===== src/rtl/vs_abs_argmax_seq_if.sv =====
// Bus bundle for the absolute-argmax sequencer: scan control, result and the
// synchronous-read memory port, viewed as slave by the sequencer and master by its user.
interface vs_abs_argmax_seq_if #(
    parameter int ADDR_W = 10
);
    logic              start;
    logic              abort;
    logic [ADDR_W-1:0] base_addr;
    logic [ADDR_W:0]   length;
    logic              rd_en;
    logic [ADDR_W-1:0] rd_addr;
    logic [31:0]       rd_data;
    logic              busy;
    logic              done;
    logic              empty;
    logic [31:0]       max_value;
    logic [ADDR_W-1:0] max_index;

    modport slave (
        input  start, abort, base_addr, length, rd_data,
        output rd_en, rd_addr, busy, done, empty, max_value, max_index
    );

    modport master (
        output start, abort, base_addr, length, rd_data,
        input  rd_en, rd_addr, busy, done, empty, max_value, max_index
    );
endinterface


===== src/rtl/vs_abs_argmax_seq.sv =====
// Streams LENGTH words from a synchronous-read memory and reports the largest |x|
// together with its offset from the base address (first occurrence wins ties).
module vs_abs_argmax_seq #(
    parameter int ADDR_W     = 10,
    parameter int RD_LATENCY = 1
) (
    input  logic                  clock,
    input  logic                  resetN,
    vs_abs_argmax_seq_if.slave    bus
);

    typedef enum logic [1:0] {
        S_IDLE,
        S_ISSUE,
        S_DRAIN,
        S_DONE
    } state_t;

    localparam logic [RD_LATENCY-1:0] LAST_STAGE = RD_LATENCY'(1) << (RD_LATENCY - 1);

    state_t              r_state;
    state_t              w_nextState;
    logic [ADDR_W-1:0]   r_addr;
    logic [ADDR_W:0]     r_remaining;
    logic [RD_LATENCY-1:0] r_vpipe;
    logic [31:0]         r_runMax;
    logic [ADDR_W-1:0]   r_runIdx;
    logic [ADDR_W-1:0]   r_dataIdx;
    logic                r_isEmpty;
    logic [31:0]         r_maxValue;
    logic [ADDR_W-1:0]   r_maxIndex;

    logic                w_accept;
    logic                w_issuing;
    logic                w_lastIssue;
    logic                w_dataValid;
    logic [31:0]         w_absData;
    logic                w_update;
    logic [31:0]         w_newMax;
    logic [ADDR_W-1:0]   w_newIdx;
    logic                w_finish;

    // abort in the same IDLE cycle as start drops the request entirely
    assign w_accept    = (r_state == S_IDLE) && bus.start && !bus.abort;
    assign w_issuing   = (r_state == S_ISSUE);
    assign w_lastIssue = w_issuing && (r_remaining == (ADDR_W+1)'(1));
    assign w_dataValid = r_vpipe[RD_LATENCY-1];

    // the most negative value has no positive twin, so it saturates
    always_comb begin
        w_absData = bus.rd_data;
        if (bus.rd_data == 32'h8000_0000) begin
            w_absData = 32'h7FFF_FFFF;
        end else if (bus.rd_data[31]) begin
            w_absData = -bus.rd_data;
        end
    end

    assign w_update = w_dataValid && (w_absData > r_runMax);
    assign w_newMax = w_update ? w_absData : r_runMax;
    assign w_newIdx = w_update ? r_dataIdx : r_runIdx;
    assign w_finish = (r_state == S_DRAIN) && (w_nextState == S_DONE);

    always_comb begin
        w_nextState = r_state;
        case (r_state)
            S_IDLE: begin
                if (w_accept) begin
                    w_nextState = (bus.length == '0) ? S_DONE : S_ISSUE;
                end
            end
            S_ISSUE: begin
                if (w_lastIssue) begin
                    w_nextState = S_DRAIN;
                end
            end
            S_DRAIN: begin
                if (r_vpipe == LAST_STAGE) begin
                    w_nextState = S_DONE;
                end
            end
            S_DONE: begin
                w_nextState = S_IDLE;
            end
            default: begin
                w_nextState = S_IDLE;
            end
        endcase
        if (bus.abort) begin
            w_nextState = S_IDLE;
        end
    end

    always_ff @(posedge clock or negedge resetN) begin
        if (!resetN) begin
            r_state <= S_IDLE;
        end else begin
            r_state <= w_nextState;
        end
    end

    // valid pipeline mirrors the memory latency; abort discards in-flight reads
    always_ff @(posedge clock or negedge resetN) begin
        if (!resetN) begin
            r_vpipe     <= '0;
            r_addr      <= '0;
            r_remaining <= '0;
            r_runMax    <= '0;
            r_runIdx    <= '0;
            r_dataIdx   <= '0;
            r_isEmpty   <= 1'b0;
            r_maxValue  <= '0;
            r_maxIndex  <= '0;
        end else begin
            r_vpipe <= bus.abort ? '0 : ((r_vpipe << 1) | RD_LATENCY'(w_issuing));

            if (w_accept) begin
                r_remaining <= bus.length;
                r_runMax    <= '0;
                r_runIdx    <= '0;
                r_dataIdx   <= '0;
                r_isEmpty   <= (bus.length == '0);
                if (bus.length != '0) begin
                    r_addr <= bus.base_addr;
                end
            end else begin
                if (w_issuing && !w_lastIssue && !bus.abort) begin
                    r_addr <= r_addr + ADDR_W'(1);
                end
                if (w_issuing) begin
                    r_remaining <= r_remaining - (ADDR_W+1)'(1);
                end
                if (w_dataValid) begin
                    r_runMax  <= w_newMax;
                    r_runIdx  <= w_newIdx;
                    r_dataIdx <= r_dataIdx + ADDR_W'(1);
                end
            end

            // published result changes only on the edge that enters DONE
            if (w_finish) begin
                r_maxValue <= w_newMax;
                r_maxIndex <= w_newIdx;
            end else if (w_accept && (bus.length == '0)) begin
                r_maxValue <= '0;
                r_maxIndex <= '0;
            end
        end
    end

    assign bus.rd_en     = w_issuing;
    assign bus.rd_addr   = r_addr;
    assign bus.busy      = (r_state == S_ISSUE) || (r_state == S_DRAIN);
    assign bus.done      = (r_state == S_DONE);
    assign bus.empty     = (r_state == S_DONE) && r_isEmpty;
    assign bus.max_value = r_maxValue;
    assign bus.max_index = r_maxIndex;

endmodule


===== src/flat_wrapper.sv =====
// flat-port wrapper written by rule: the top's interface ports become plain ports
module vs_abs_argmax_seq_flat 
#(
    parameter int ADDR_W     = 10,
    parameter int RD_LATENCY = 1
)
  (clock, resetN, bus_start, bus_abort, bus_base_addr, bus_length, bus_rd_data, bus_rd_en, bus_rd_addr, bus_busy, bus_done, bus_empty, bus_max_value, bus_max_index);
  vs_abs_argmax_seq_if #(.ADDR_W(ADDR_W)) bus_i ();
  input  logic clock;
  input  logic resetN;
  input wire logic [$bits(bus_i.start)-1:0] bus_start;
  input wire logic [$bits(bus_i.abort)-1:0] bus_abort;
  input wire logic [$bits(bus_i.base_addr)-1:0] bus_base_addr;
  input wire logic [$bits(bus_i.length)-1:0] bus_length;
  input wire logic [$bits(bus_i.rd_data)-1:0] bus_rd_data;
  output wire logic [$bits(bus_i.rd_en)-1:0] bus_rd_en;
  output wire logic [$bits(bus_i.rd_addr)-1:0] bus_rd_addr;
  output wire logic [$bits(bus_i.busy)-1:0] bus_busy;
  output wire logic [$bits(bus_i.done)-1:0] bus_done;
  output wire logic [$bits(bus_i.empty)-1:0] bus_empty;
  output wire logic [$bits(bus_i.max_value)-1:0] bus_max_value;
  output wire logic [$bits(bus_i.max_index)-1:0] bus_max_index;
  assign bus_i.start = bus_start;
  assign bus_i.abort = bus_abort;
  assign bus_i.base_addr = bus_base_addr;
  assign bus_i.length = bus_length;
  assign bus_i.rd_data = bus_rd_data;
  assign bus_rd_en = bus_i.rd_en;
  assign bus_rd_addr = bus_i.rd_addr;
  assign bus_busy = bus_i.busy;
  assign bus_done = bus_i.done;
  assign bus_empty = bus_i.empty;
  assign bus_max_value = bus_i.max_value;
  assign bus_max_index = bus_i.max_index;
  vs_abs_argmax_seq #(.ADDR_W(ADDR_W), .RD_LATENCY(RD_LATENCY)) u_core (.clock(clock), .resetN(resetN), .bus(bus_i));
endmodule

===== config.mk =====
export PLATFORM = sky130hd
export DESIGN_NAME = vs_abs_argmax_seq_flat
export DESIGN_NICKNAME = d
export VERILOG_FILES = /design/src/rtl/vs_abs_argmax_seq_if.sv /design/src/rtl/vs_abs_argmax_seq.sv /design/src/flat_wrapper.sv
export SDC_FILE = /design/constraint.sdc
export NUM_CORES = 1
export LEC_CHECK = 0
export ABC_CLOCK_PERIOD_IN_PS = 4800
export CAP_MARGIN = 20
export CORE_UTILIZATION = 35
export CTS_CLUSTER_DIAMETER = 100
export DETAILED_ROUTE_END_ITERATION = 6
export PLACE_DENSITY = 0.6
export SETUP_SLACK_MARGIN = 0.5
export SYNTH_ARGS = -nofsm -noshare
export SYNTH_HDL_FRONTEND = slang
export SYNTH_SLANG_ARGS = --single-unit

===== constraint.sdc =====
create_clock -name clock -period 4.8 [get_ports clock]
set_input_delay 1.2 -clock clock [delete_from_list [all_inputs] [get_ports clock]]
set_output_delay 1.2 -clock clock [all_outputs]
set_load 0.03 [all_outputs]

* Word level (Yosys, flattened, before mapping)
Index checks and enable logic that the tools add are counted.
** Operators by class
- Add/sub/neg operators :: 4
- $mul :: 0
- Divide/modulo/power cells :: 0
- $lt $le $gt $ge :: 1
- Equal/unequal tests :: 7
- Shift operators :: 0
- Mux-type cells :: 26
- Bitwise logic cells :: 0
- Reductions and logical operators :: 20
** Operators by type and width (number)
- $mux 32 :: 7
- $mux 10 :: 10
- $eq 32x32->1 const B :: 1
- $gt 32x32->1 :: 1
- $neg 32->32 :: 1
- $mux 11 :: 2
- $add 10x1->10 const B :: 2
- $eq 11x1->1 const B :: 1
- $logic_not 11->1 :: 1
- $reduce_bool 11->1 :: 1
- $sub 11x1->11 const B :: 1
- $mux 2 :: 5
- $logic_and 1x1->1 :: 9
- $pmux 2 s4 :: 1
- $reduce_bool 2->1 :: 4
- $eq 2x2->1 const B :: 3
- $eq 2x1->1 const B :: 1
- $logic_not 1->1 :: 2
- $logic_not 2->1 :: 1
- $ne 2x2->1 const B :: 1
- $reduce_and 2->1 :: 1
- $logic_or 1x1->1 :: 1
- $mux 1 :: 1
** Word-level totals
- Bits in registers :: 119
- Latch bits :: 0
- Memory bits (writable) :: 0
- Bits in read-only memories :: 0
- Input port bits :: 57
- Memories kept :: 0

* Logic depth before layout (Yosys ltp)
Gate-level depths: netlist of run 1.
- Depth after elaboration :: 9
- Gate-level depth with buffers :: 17
- Depth with buffers taken out :: 15

* Worst setup path before layout of run 1
No wires, ideal clock.
- Path kind :: input-to-reg
- Start point :: input bus_rd_data[9]
- End point :: register u_core.r_maxValue[26] (netlist: u_core.bus.max_value[26])
- Arrival :: 4378 ps
- Path slack :: 287 ps
- Stages :: 14
- Cells stage by stage :: nor4_4 -> nand4_4 -> or4_4 -> nor3_1 -> nor3_2 -> ha_1 -> nand4_1 -> or4_1 -> o21ai_0 -> o32a_1 -> buf_4 -> buf_6 -> mux2i_1 -> o21ai_0
** Between the ends
- Cells in the longest elaborated chain, start to end :: 7
** Ends and longest elaborated chain
- from (decl) :: RTL line flat_wrapper.sv:15 : input wire logic [$bits(bus_i.rd_data)-1:0] bus_rd_data;
- $neg 32->32 :: RTL line vs_abs_argmax_seq.sv:55 : w_absData = -bus.rd_data;
- $mux 32 :: RTL line vs_abs_argmax_seq.sv:54 : end else if (bus.rd_data[31]) begin
- $mux 32 * :: RTL line vs_abs_argmax_seq.sv:52 : if (bus.rd_data == 32'h8000_0000) begin
- $gt 32x32->1 :: RTL line vs_abs_argmax_seq.sv:59 : assign w_update = w_dataValid && (w_absData > r_runMax);
- $logic_and 1x1->1 :: RTL line vs_abs_argmax_seq.sv:59
- $mux 32 * :: RTL line vs_abs_argmax_seq.sv:60 : assign w_newMax = w_update ? w_absData : r_runMax;
- $mux 32 * :: RTL line vs_abs_argmax_seq.sv:141 : if (w_finish) begin
- to (signal assigned) :: RTL line vs_abs_argmax_seq.sv:142 : r_maxValue <= w_newMax;
- to (decl) :: RTL line vs_abs_argmax_seq.sv:30 : logic [31:0] r_maxValue;
Mark *: on every way between the ends. The rest lies on a longest branch, timed or not.
A chain may end at the register's enable or synchronous reset.

* Final worst setup path of run 1
- Start point :: input bus_rd_data[8]
- End point :: register u_core.r_maxIndex[3] (netlist: u_core.bus.max_index[3])
** Between the ends
- Cells in the longest elaborated chain, start to end :: 7
** Ends and longest elaborated chain
- $neg 32->32 :: RTL line vs_abs_argmax_seq.sv:55
- $mux 32 :: RTL line vs_abs_argmax_seq.sv:54
- $mux 32 * :: RTL line vs_abs_argmax_seq.sv:52
- $gt 32x32->1 * :: RTL line vs_abs_argmax_seq.sv:59
- $logic_and 1x1->1 * :: RTL line vs_abs_argmax_seq.sv:59
- $mux 10 * :: RTL line vs_abs_argmax_seq.sv:61 : assign w_newIdx = w_update ? r_dataIdx : r_runIdx;
- $mux 10 * :: RTL line vs_abs_argmax_seq.sv:141
- to (signal assigned) :: RTL line vs_abs_argmax_seq.sv:143 : r_maxIndex <= w_newIdx;
- to (decl) :: RTL line vs_abs_argmax_seq.sv:31 : logic [ADDR_W-1:0] r_maxIndex;
Marks and branches as above.

==> results of run 1 <==
==> report_power, final <==
| group | leakage, nW | internal [mW] | total [mW] | switching, mW |
|---|---|---|---|---|
| sequential | 1.59 | 1.27 | 1.52 | 0.248 |
| clock | 0.301 | 0.828 | 1.33 | 0.504 |
| combinational | 2.82 | 0.900 | 1.90 | 1.00 |
| total | 4.71 | 3.00 | 4.76 | 1.76 |
==> metrics by stage <==
step / area (sq um) / utilization / hold slack [ns] / total power [mW] / setup slack, ns
after floorplan: 6900 / - / 0.4393 / 2.493 / 0.4295
after global placement: 9099 / 0.4816 / 0.4602 / 3.134 / -0.6294
after global routing: 10530 / 0.5574 / 0.4940 / 5.071 / 0.07885
after CTS: 10160 / 0.5380 / 0.4781 / 4.652 / 0.3108
after detailed placement: 9099 / 0.4816 / 0.4593 / 3.155 / -0.6190
final: 10530 / 0.5574 / 0.4739 / 4.759 / 0.1875
==> logic make-up (layout without fill, tap and decap cells) <==
logic type               count (synthesis)  in the layout  synth area share
flip-flops                             119            119            0.4363
adder cells (fa/ha/maj)                 41             41           0.07516
multiplexers                            45             45           0.06618
XOR/XNOR                                42             42           0.05390
AND/OR/NAND/NOR                        272            272            0.1907
buffers and inverters                   79            328           0.04894
AO/OA/AOI/OAI                          150            150            0.1289
==> layout make-up <==
type	count	share of cell area
Sequential cell	119	0.2828
Tap cell	260	0.03089
Multi-Input combinational cell	550	0.3933
Clock buffer	17	0.04040
Timing Repair Buffer	252	0.2190
Inverter	44	0.01568
Clock inverter	15	0.01794
==> layer usage <==
| layer | wire length, microns | up-vias |
|---|---|---|
| li1 | - | 3064 |
| met1 | 8848 | 3000 |
| met2 | 8957 | 103 |
| met3 | 791 | 11 |
| met4 | 138 | 0 |
| met5 | 0 | - |
==> cell usage after synthesis, types with 7 or more instances <==
master	number	area [sq um]
nand2_1	125	469.2
dfrtp_1	119	2978
nor2_1	68	255.2
o21ai_0	57	285.3
inv_1	44	165.2
mux2i_1	44	440.4
ha_1	41	513.0
xor2_1	34	297.8
a21oi_1	32	160.2
clkbuf_1	26	97.59
o21ai_1	16	80.08
nand3_1	11	55.05
nand4_1	11	68.82
o31ai_1	9	67.56
nor4_1	8	50.05
xnor2_1	8	70.07
and3_1	7	43.79
nor3_1	7	35.03
o41ai_1	7	61.31
==> sequential cells by signal (all words and copies together) (netlist names) <==
signal and count:
u_core.bus.max_value 32, u_core.r_runMax 32, u_core.r_remaining 11, u_core.bus.max_index 10, u_core.bus.rd_addr 10, u_core.r_dataIdx 10, u_core.r_runIdx 10, u_core.r_state 2
u_core.r_isEmpty 1, u_core.r_vpipe 1
==> worst max-delay path by stage <==
stage / endpoint / from / slack, ns / depth (start not counted)
after global placement: u_core.bus.max_value[3]$_DFFE_PN0P_ / bus_rd_data[13] / -0.63 / 18
after CTS: u_core.bus.max_index[3]$_DFFE_PN0P_ / bus_rd_data[16] / 0.31 / 16
final: u_core.bus.max_index[3]$_DFFE_PN0P_ / bus_rd_data[8] / 0.19 / 18
after floorplan: u_core.bus.max_value[26]$_DFFE_PN0P_ / bus_rd_data[15] / 0.43 / 15
after global routing: u_core.bus.max_value[3]$_DFFE_PN0P_ / bus_rd_data[0] / 0.08 / 19
after detailed placement: u_core.bus.max_value[27]$_DFFE_PN0P_ / bus_rd_data[24] / -0.62 / 16
==> critical path, stage by stage <==
cell	delay (ns)
buf_6	0.10
nor4_4	0.32
buf_4	0.20
nand4_4	0.10
buf_6	0.14
or4_4	0.51
and3_4	0.20
nor3_4	0.24
ha_4	0.24
nand4_1	0.17
buf_6	0.16
a21oi_2	0.05
nor4_4	0.33
o32a_4	0.30
buf_12	0.15
buf_12	0.15
mux2i_4	0.26
o21ai_2	0.07
==> repair_timing <==
action                     in CTS  in global routing
pin swaps                      32                 27
buffers inserted               20                 10
gates cloned                    1                  0
gates resized for setup       152                 59
setup endpoints to repair      84                 84
hold endpoints to repair        0                  0
==> metrics.yaml, run 1 <==
worst_setup_path:
  crit_required_ns: 5.09
  reg2reg_slack_ns: 1.96
  worstSetupPathType: "in -> reg"
  path_max_fanout: 6
  reg2reg_depth: 13
  startpoint_type: "primary input"
  endpoint_kind: "register"
  cp_data_arrival_time_ns: 4.90
  r2r_end: "u_core.bus.max_value[13]$_DFFE_PN0P_"
  timing.rr.start: "u_core.r_runMax[1]$_DFFE_PN0P_"
drt:
  drt_iter0_markers: 278
  drc_errors: 0
  antenna_left: 0
  drt_first_pass_iters: 4
  route.detailed.wl_per_inst_microns: 14.90
  via_per_inst: 4.915
  via_count: 6178
  drt-total-wl_microns: 18740
yosys:
  ys_ff_latch: 119
  async_flop_share: 1.000
  synth_edf_count: 0
  syn_inst: 748
  synth_warnings: 0
  avgSynthCellArea_sq_um: 9.125
  netlist_area_sq_mm: 0.006825
  synth_flop_cell: "dfrtp_1"
  synth_cell_types: 58
  ys_seq_area_frac: 0.4363
  synth_nets: 846
power_and_ir_drop:
  p_leak_nw: 4.712
  vdd_drop_max_mv: 0.2740
  p_per_area_mw_per_mm2: 451.9
clocking:
  cts_tree: "done"
  cts_buffers: 17
  cts-root-buf: "clkbuf_16"
  clk_pin_slew_ns: 0.06
  clock_latency_ns: 0.42
  ctsHtreeMaxLevel: 4
  cts_max_path_buffers: 2
  hold_buffers: 0
  cts_sinks: 119
worst_hold_path:
  hold_path_end: "u_core.r_isEmpty$_DFFE_PN0P_"
  hold_depth: 2
  hp-class: "reg -> reg"
  min-delay-start: "u_core.r_isEmpty$_DFFE_PN0P_"
final_layout:
  multi_input_area_sq_mm: 0.004141
  diodes: 0
  layout_commonest_cell: "nand2_1"
  final_cell_mix: "nand2_1 (123), buf_4 (121), dfrtp_1 (119)"
  area_growth_pct: 54.28
  nFillCells: 1698
  final_cells: 1257
  drive_above_1_share: 0.2859
  regArea_sq_mm: 0.002978
  nets: 1082
place:
  numPlacedInstances: 1194
  dp_hpwl_microns: 12730
  port_buffers: 112
  routabilityCongestion: 0.8176
timing:
  period_needed_ns: 4.613
  fin_tns_setup_ns: 0
  worst_pin_slew_ns: 0.8078
  rsz0062_at_grt: "yes"
  skew_ns: 0.01153
  fmax_ghz: 0.2168
  fin_crit_sh: 0.9609
  slew_violations: 0
  setup_violations: 0
  relSlewSlack: 0.4615
  hold_viol: 0
die:
  dieArea_sq_mm: 0.02006
  num_rows: 50
  die_h_microns: 141.6
  die_x_microns: 141.6
  io_pins: 113
  start_util: 0.3613
  core-area_sq_mm: 0.01889
global_route:
  track_usage: 0.1959
  grt.overflow.total: 0
  grtUsageMet3: 0.04657
  grtUsageMet2: 0.3166
  grt_busiest_layer: "met2"
  grt_pass1_wl_microns: 30930
  grt_antenna_before_repair: 0
  grt_start_max_net_pins: 61
  grt_pass1_vias: 6208
  grtUsageMet1: 0.2641
status:
  status: "finished, final reports clean"
job:
  cap_violations: 0
Power figures use the tool's default switching activity.
==> run 2, diff against run 1 <==
ABC_AREA = 1   (was not set)
PLACE_DENSITY = 0.59   (was 0.6)
==> run 2 against run 1 <==
Effect of this change:
- count of clock-buffer cells in the layout up 1
- first-iteration DRC count up 23%
- largest power group unchanged
- area after synthesis up 14%
- critical path type unchanged
- routed wire length up 14%
- non-clock buffer count down 116
- maximum frequency up 14%
==> metrics.yaml, run 2 <==
yosys:
  avgSynthCellArea_sq_um: 6.881
  synth_warnings: 0
  syn_inst: 1127
  synth_top_area_frac: 0.3840
  synth_nets: 1225
  ys_seq_area_frac: 0.3840
  synth_flop_cell: "dfrtp_1"
  synth_cell_types: 30
  synthTopCellsByCount: "nand2_1 (331), nand3_1 (154), nor2_1 (147)"
  synth_compound_area_frac: 0.05744
  synth-xor-area-share: 0.02372
  synth_edf_count: 0
  ys_ff_latch: 119
  synthTopCellsByArea: "dfrtp_1 (38%), nand2_1 (16%), nand3_1 (9.9%)"
  netlist_area_sq_mm: 0.007755
  yosysMostFrequentCell: "nand2_1"
  synth_top_cell_by_area: "dfrtp_1"
  synth_top_family_by_area: "simple AND/OR/NAND/NOR gates"
  yosys.area_share.simple: 0.3716
  muxShareOfSynthArea: 0
  synth_fa_ha_area_frac: 0.06615
  async_flop_share: 1.000
global_route:
  grt_pass1_wl_microns: 34520
  grt_pass1_vias: 7084
  grt.overflow.total: 0
  grt_antenna_before_repair: 0
  track_usage: 0.1949
  grt_start_max_net_pins: 73
clocking:
  clk_pin_slew_ns: 0.06
  cts_tree: "done"
  cts_max_path_buffers: 2
  clock_latency_ns: 0.42
  cts-root-buf: "clkbuf_16"
  ctsHtreeMaxLevel: 4
  cts_sinks: 119
  cts_buffers: 17
power_and_ir_drop:
  switching_share: 0.4088
  combPwrFrac: 0.435
  clkPwrFrac: 0.254
  seq_power_share: 0.311
  p_leak_nw: 5.101
  p_sw_mw: 1.966
  p_per_area_mw_per_mm2: 487.3
  internal-power_mw: 2.844
  vdd_drop_max_mv: 0.2762
die:
  dieArea_sq_mm: 0.02276
  io_pins: 113
  start_util: 0.3565
  core-area_sq_mm: 0.02176
  die_h_microns: 150.9
  die_x_microns: 150.9
  num_rows: 54
worst_setup_path:
  cp_common_cell: "nand2_1"
  worstSetupPathType: "in -> reg"
  cp_num_buf_inv: 7
  critical_path.top_delay_family: "simple AND/OR/NAND/NOR gates"
  path_cells: "clkdlybuf4s50_1 -> inv_1 -> ha_1 -> inv_1 -> nor2_2 -> nand2_1 -> nor2_1 -> nand4_1 -> buf_6 -> nand2_1 -> nor2_1 -> inv_1 -> ha_1 -> nand2_1 -> nor2_1 -> nand4_1 -> nor2_1 -> buf_4 -> a21oi_4 -> nand2_4 -> clkbuf_16 -> nand2_1 -> nand3_1 -> nand2_1"
  cp_slowest_cell: "clkdlybuf4s50_1"
  crit_required_ns: 5.11
  cp_slowest_stage_delay_ns: 0.50
  cp_data_arrival_time_ns: 4.35
  reg2reg_slack_ns: 2.02
  path_max_fanout: 16
  startpoint_type: "primary input"
  endpoint_kind: "register"
timing:
  period_needed_ns: 4.041
  whs_ns: 0.4846
  skew_ns: 0.01035
  fin_crit_sh: 0.8419
  worst_pin_slew_ns: 0.9893
  setup_violations: 0
  fmax_ghz: 0.2474
  rsz0062_at_grt: "no"
  relSlewSlack: 0.3405
  slew_violations: 0
  fin_tns_setup_ns: 0
  hold_viol: 0
drt:
  drt-total-wl_microns: 21290
  via_count: 7397
  drt_iter0_markers: 342
  drt_first_pass_iters: 5
  via_per_inst: 4.822
  route.detailed.wl_per_inst_microns: 13.88
  antenna_left: 0
  drc_errors: 0
place:
  dp_hpwl_microns: 15250
  routabilityCongestion: 0.9041
  port_buffers: 112
final_layout:
  drive_above_1_share: 0.06140
  multi_input_area_sq_mm: 0.004069
  final_cell_mix: "nand2_1 (328), nand3_1 (154), inv_1 (142)"
  nFillCells: 2262
  nets: 1339
  layout_commonest_cell: "nand2_1"
  area_growth_pct: 27.27
  diodes: 0
  regArea_sq_mm: 0.002978
job:
  cap_violations: 0
status:
  status: "finished, final reports clean"
worst_hold_path:
  hp-class: "reg -> reg"
==> run 2: path summary, 6_finish.rpt <==
path,cells after the start,startpoint,to
max in group asynchronous,2,resetN,u_core.r_runIdx[0]$_DFFE_PN0P_
setup reg to reg,13,u_core.r_state[0]$_DFF_PN0_,u_core.bus.max_value[10]$_DFFE_PN0P_
hold / removal,1,u_core.r_dataIdx[8]$_DFFE_PN0P_,u_core.r_dataIdx[8]$_DFFE_PN0P_
min in group asynchronous,1,resetN,u_core.bus.max_value[11]$_DFFE_PN0P_
setup / recovery,24,bus_rd_data[0],u_core.bus.max_value[23]$_DFFE_PN0P_
hold reg to reg,1,u_core.r_dataIdx[8]$_DFFE_PN0P_,u_core.r_dataIdx[8]$_DFFE_PN0P_
==> run 2: per-stage QoR <==
stage	area (sq um)	util	power (mW)	setup slack, ns	cells
final	9869	0.4536	4.810	0.7587	1534
after CTS	9792	0.4501	4.822	0.6812	1532
after detailed placement	9229	0.4242	3.570	0.2432	1500
after global routing	9869	0.4536	5.201	0.4902	1534
after global placement	9229	0.4242	3.550	0.2521	1500
after floorplan	7755	-	2.907	1.086	1127
==> run 2: repair_timing <==
item / CTS / global route
gates resized for setup: 0 / 16
buffers inserted: 0 / 1
hold buffers: 0 / 0
endpoints found under the setup margin: 0 / 84
==> run 2: per-layer routing <==
layer | vias to the layer above | wire [microns] | global-route usage
met1 | 3386 | 10050 | 0.2538
met5 | - | 0 | 0
met3 | 22 | 1128 | 0.04096
li1 | 3814 | - | -
met4 | 0 | 310 | 0.05800
met2 | 175 | 9797 | 0.3236
==> run 2: power by group through the flow <==
stage	clock network [mW]	registers, mW	logic [mW]
after floorplan	0	1.67	1.23
after global placement	0	1.51	2.04
after detailed placement	0	1.51	2.06
after CTS	1.26	1.50	2.07
after global routing	1.29	1.53	2.38
final	1.22	1.50	2.09
==> run 2: logic make-up after synthesis <==
| logic type | after synthesis |
|---|---|
| buf+inv | 186 |
| flops | 119 |
| compound gates | 81 |
| simple gates | 679 |
| fa+ha+maj | 41 |
| xor+xnor | 21 |
==> run 2: layout make-up <==
cell class,count,area share
clock buffers,18,0.04450
repair buffers,136,0.1383
inverters,145,0.05515
flip-flops and latches,119,0.3017
clock inverters,14,0.01255
well taps,280,0.03550
multi-input cells,822,0.4123
==> run 3, diff against run 2 <==
ABC_CLOCK_PERIOD_IN_PS = 3650   (was 4800)
PLACE_DENSITY = 0.62   (was 0.59)
clock period = 3.65 ns   (was 4.8 ns; I/O delays follow)
==> run 3 against run 2 <==
Effect of this change:
- sequential cell count is the same
- sequential share of layout area shrank 5.4 points
- non-clock buffer count grew 127
- count of clock-buffer cells in the layout grew 5
- register-to-register slack lost 0.87 ns
- clock power grew 30%
- design area grew 22%
- sequential power grew 32%
==> metrics.yaml, run 3 (synthesized netlist as in run 2, its figures left out) <==
worst_setup_path:
  crit_required_ns: 3.95
  cp.depth: 28
  critical_path.top_delay_family: "simple AND/OR/NAND/NOR gates"
  cp_data_arrival_time_ns: 3.85
  cp_common_cell: "nand2_1"
  cp_slowest_stage_delay_ns: 0.21
  reg2reg_depth: 12
  endpoint_kind: "register"
  crit_start: "bus_rd_data[1]"
  r2r_end: "u_core.bus.rd_addr[2]$_DFFE_PN0P_"
  worstSetupPathType: "in -> reg"
  path_max_fanout: 8
  cp_slowest_cell: "ha_4"
  timing.rr.start: "u_core.r_state[0]$_DFF_PN0_"
  startpoint_type: "primary input"
  cp_num_buf_inv: 10
  crit_path_end: "u_core.bus.max_value[18]$_DFFE_PN0P_"
  reg2reg_slack_ns: 1.15
timing:
  rsz0062_at_grt: "yes"
  relSlewSlack: 0.4674
  slew_violations: 0
  hold_viol: 0
  fin_tns_setup_ns: 0
  period_needed_ns: 3.553
  skew_ns: 0.01393
  worst_pin_slew_ns: 0.7978
  setup_violations: 0
  fin_crit_sh: 0.9735
  fmax_ghz: 0.2814
  whs_ns: 0.4759
place:
  numPlacedInstances: 1585
  dp_hpwl_microns: 16460
  port_buffers: 112
  routabilityCongestion: 0.8670
  placed_cell_area_sq_mm: 0.01025
drt:
  route.detailed.wl_per_inst_microns: 14.87
  drc_errors: 0
  drt-total-wl_microns: 24690
  antenna_left: 0
  via_count: 8293
  drt_first_pass_iters: 7
  via_per_inst: 4.993
  drt_iter0_markers: 379
clocking:
  hold_buffers: 0
  cts_max_path_buffers: 2
  ctsHtreeMaxLevel: 4
  cts-root-buf: "clkbuf_16"
  cts_sinks: 119
  cts_buffers: 17
  clock_latency_ns: 0.43
  cts_tree: "done"
  clk_pin_slew_ns: 0.05
final_layout:
  diodes: 0
  area_growth_pct: 55.03
  layout_commonest_cell: "nand2_1"
  nFillCells: 2047
  drive_above_1_share: 0.3099
  final_cell_mix: "nand2_1 (232), inv_1 (130), buf_4 (127)"
  nets: 1466
  final_cell_area_sq_mm: 0.01202
  final_cells: 1661
global_route:
  track_usage: 0.2222
  grt_start_max_net_pins: 44
  grt_pass1_wl_microns: 39250
  grt_antenna_before_repair: 0
  grt.overflow.total: 0
  grt_pass1_vias: 8019
status:
  status: "finished, final reports clean"
power_and_ir_drop:
  p_per_area_mw_per_mm2: 615.9
  p_leak_nw: 5.882
  vdd_drop_max_mv: 0.4084
die:
  num_rows: 54
  die_h_microns: 150.9
  die_x_microns: 150.9
  start_util: 0.3565
  dieArea_sq_mm: 0.02276
  io_pins: 113
  core-area_sq_mm: 0.02176
job:
  cap_violations: 0
worst_hold_path:
  hp-class: "reg -> reg"
-- run 3: worst min-delay path by stage --
stage / from / to / slack (ns) / cells after the start
finish: u_core.r_dataIdx[8]$_DFFE_PN0P_ / u_core.r_dataIdx[8]$_DFFE_PN0P_ / 0.48 / 1
detailed placement: u_core.r_dataIdx[8]$_DFFE_PN0P_ / u_core.r_dataIdx[8]$_DFFE_PN0P_ / 0.46 / 1
global route: u_core.r_dataIdx[8]$_DFFE_PN0P_ / u_core.r_dataIdx[8]$_DFFE_PN0P_ / 0.49 / 1
CTS: u_core.r_dataIdx[8]$_DFFE_PN0P_ / u_core.r_dataIdx[8]$_DFFE_PN0P_ / 0.48 / 1
floorplan: u_core.r_dataIdx[8]$_DFFE_PN0P_ / u_core.r_dataIdx[8]$_DFFE_PN0P_ / 0.43 / 1
global placement: u_core.r_dataIdx[8]$_DFFE_PN0P_ / u_core.r_dataIdx[8]$_DFFE_PN0P_ / 0.45 / 1
-- run 3: timing repair --
action / CTS / global route
buffers inserted: 27 / 11
gates resized for setup: 133 / 164
gates cloned: 6 / 0
endpoints found under the setup margin: 84 / 84
pin swaps: 58 / 64
-- run 3: metrics by stage --
stage | util | power, mW | setup WS (ns)
global placement | 0.4711 | 4.984 | -0.6607
finish | 0.5526 | 7.405 | 0.09691
floorplan | - | 4.103 | 0.4450
detailed placement | 0.4711 | 5.033 | -0.6838
global route | 0.5526 | 7.919 | -0.02391
CTS | 0.5247 | 7.022 | 0.2120
-- run 3: cell type report --
class                      count  area (sq um)  share of cell area
clock inverter                 9         75.07            0.006244
timing repair buffer         263          2441              0.2030
tap                          280         350.3             0.02914
multi-input combinational    822          5136              0.4272
sequential                   119          2978              0.2477
inverter                     145         564.3             0.04694
clock buffer                  23         478.0             0.03975
-- run 3: worst register-to-register path: stages, from the launching register on --
cell and delay (ns):
dfrtp_1 0.40, inv_1 0.13, ha_1 0.25, inv_2 0.07, nor3_4 0.20, buf_4 0.34, inv_1 0.10, nand2_1 0.07
nand2_1 0.29, inv_1 0.28, nor2_1 0.06, nor2_1 0.10, a21oi_1 0.05
-- run 3: where the power goes --
part | internal (mW) | leakage [nW] | total [mW] | switching, mW
clock network | 0.981 | 0.272 | 1.59 | 0.606
logic | 1.62 | 4.03 | 3.84 | 2.22
registers | 1.74 | 1.58 | 1.98 | 0.238
total | 4.35 | 5.88 | 7.40 | 3.06
-- run 3: layer usage --
layer	wire (microns)	track usage	part of all wire
met5	0	0	0
met4	643	0.08350	0.026
met3	1040	0.03584	0.042
met2	12490	0.3842	0.51
met1	10520	0.2770	0.43
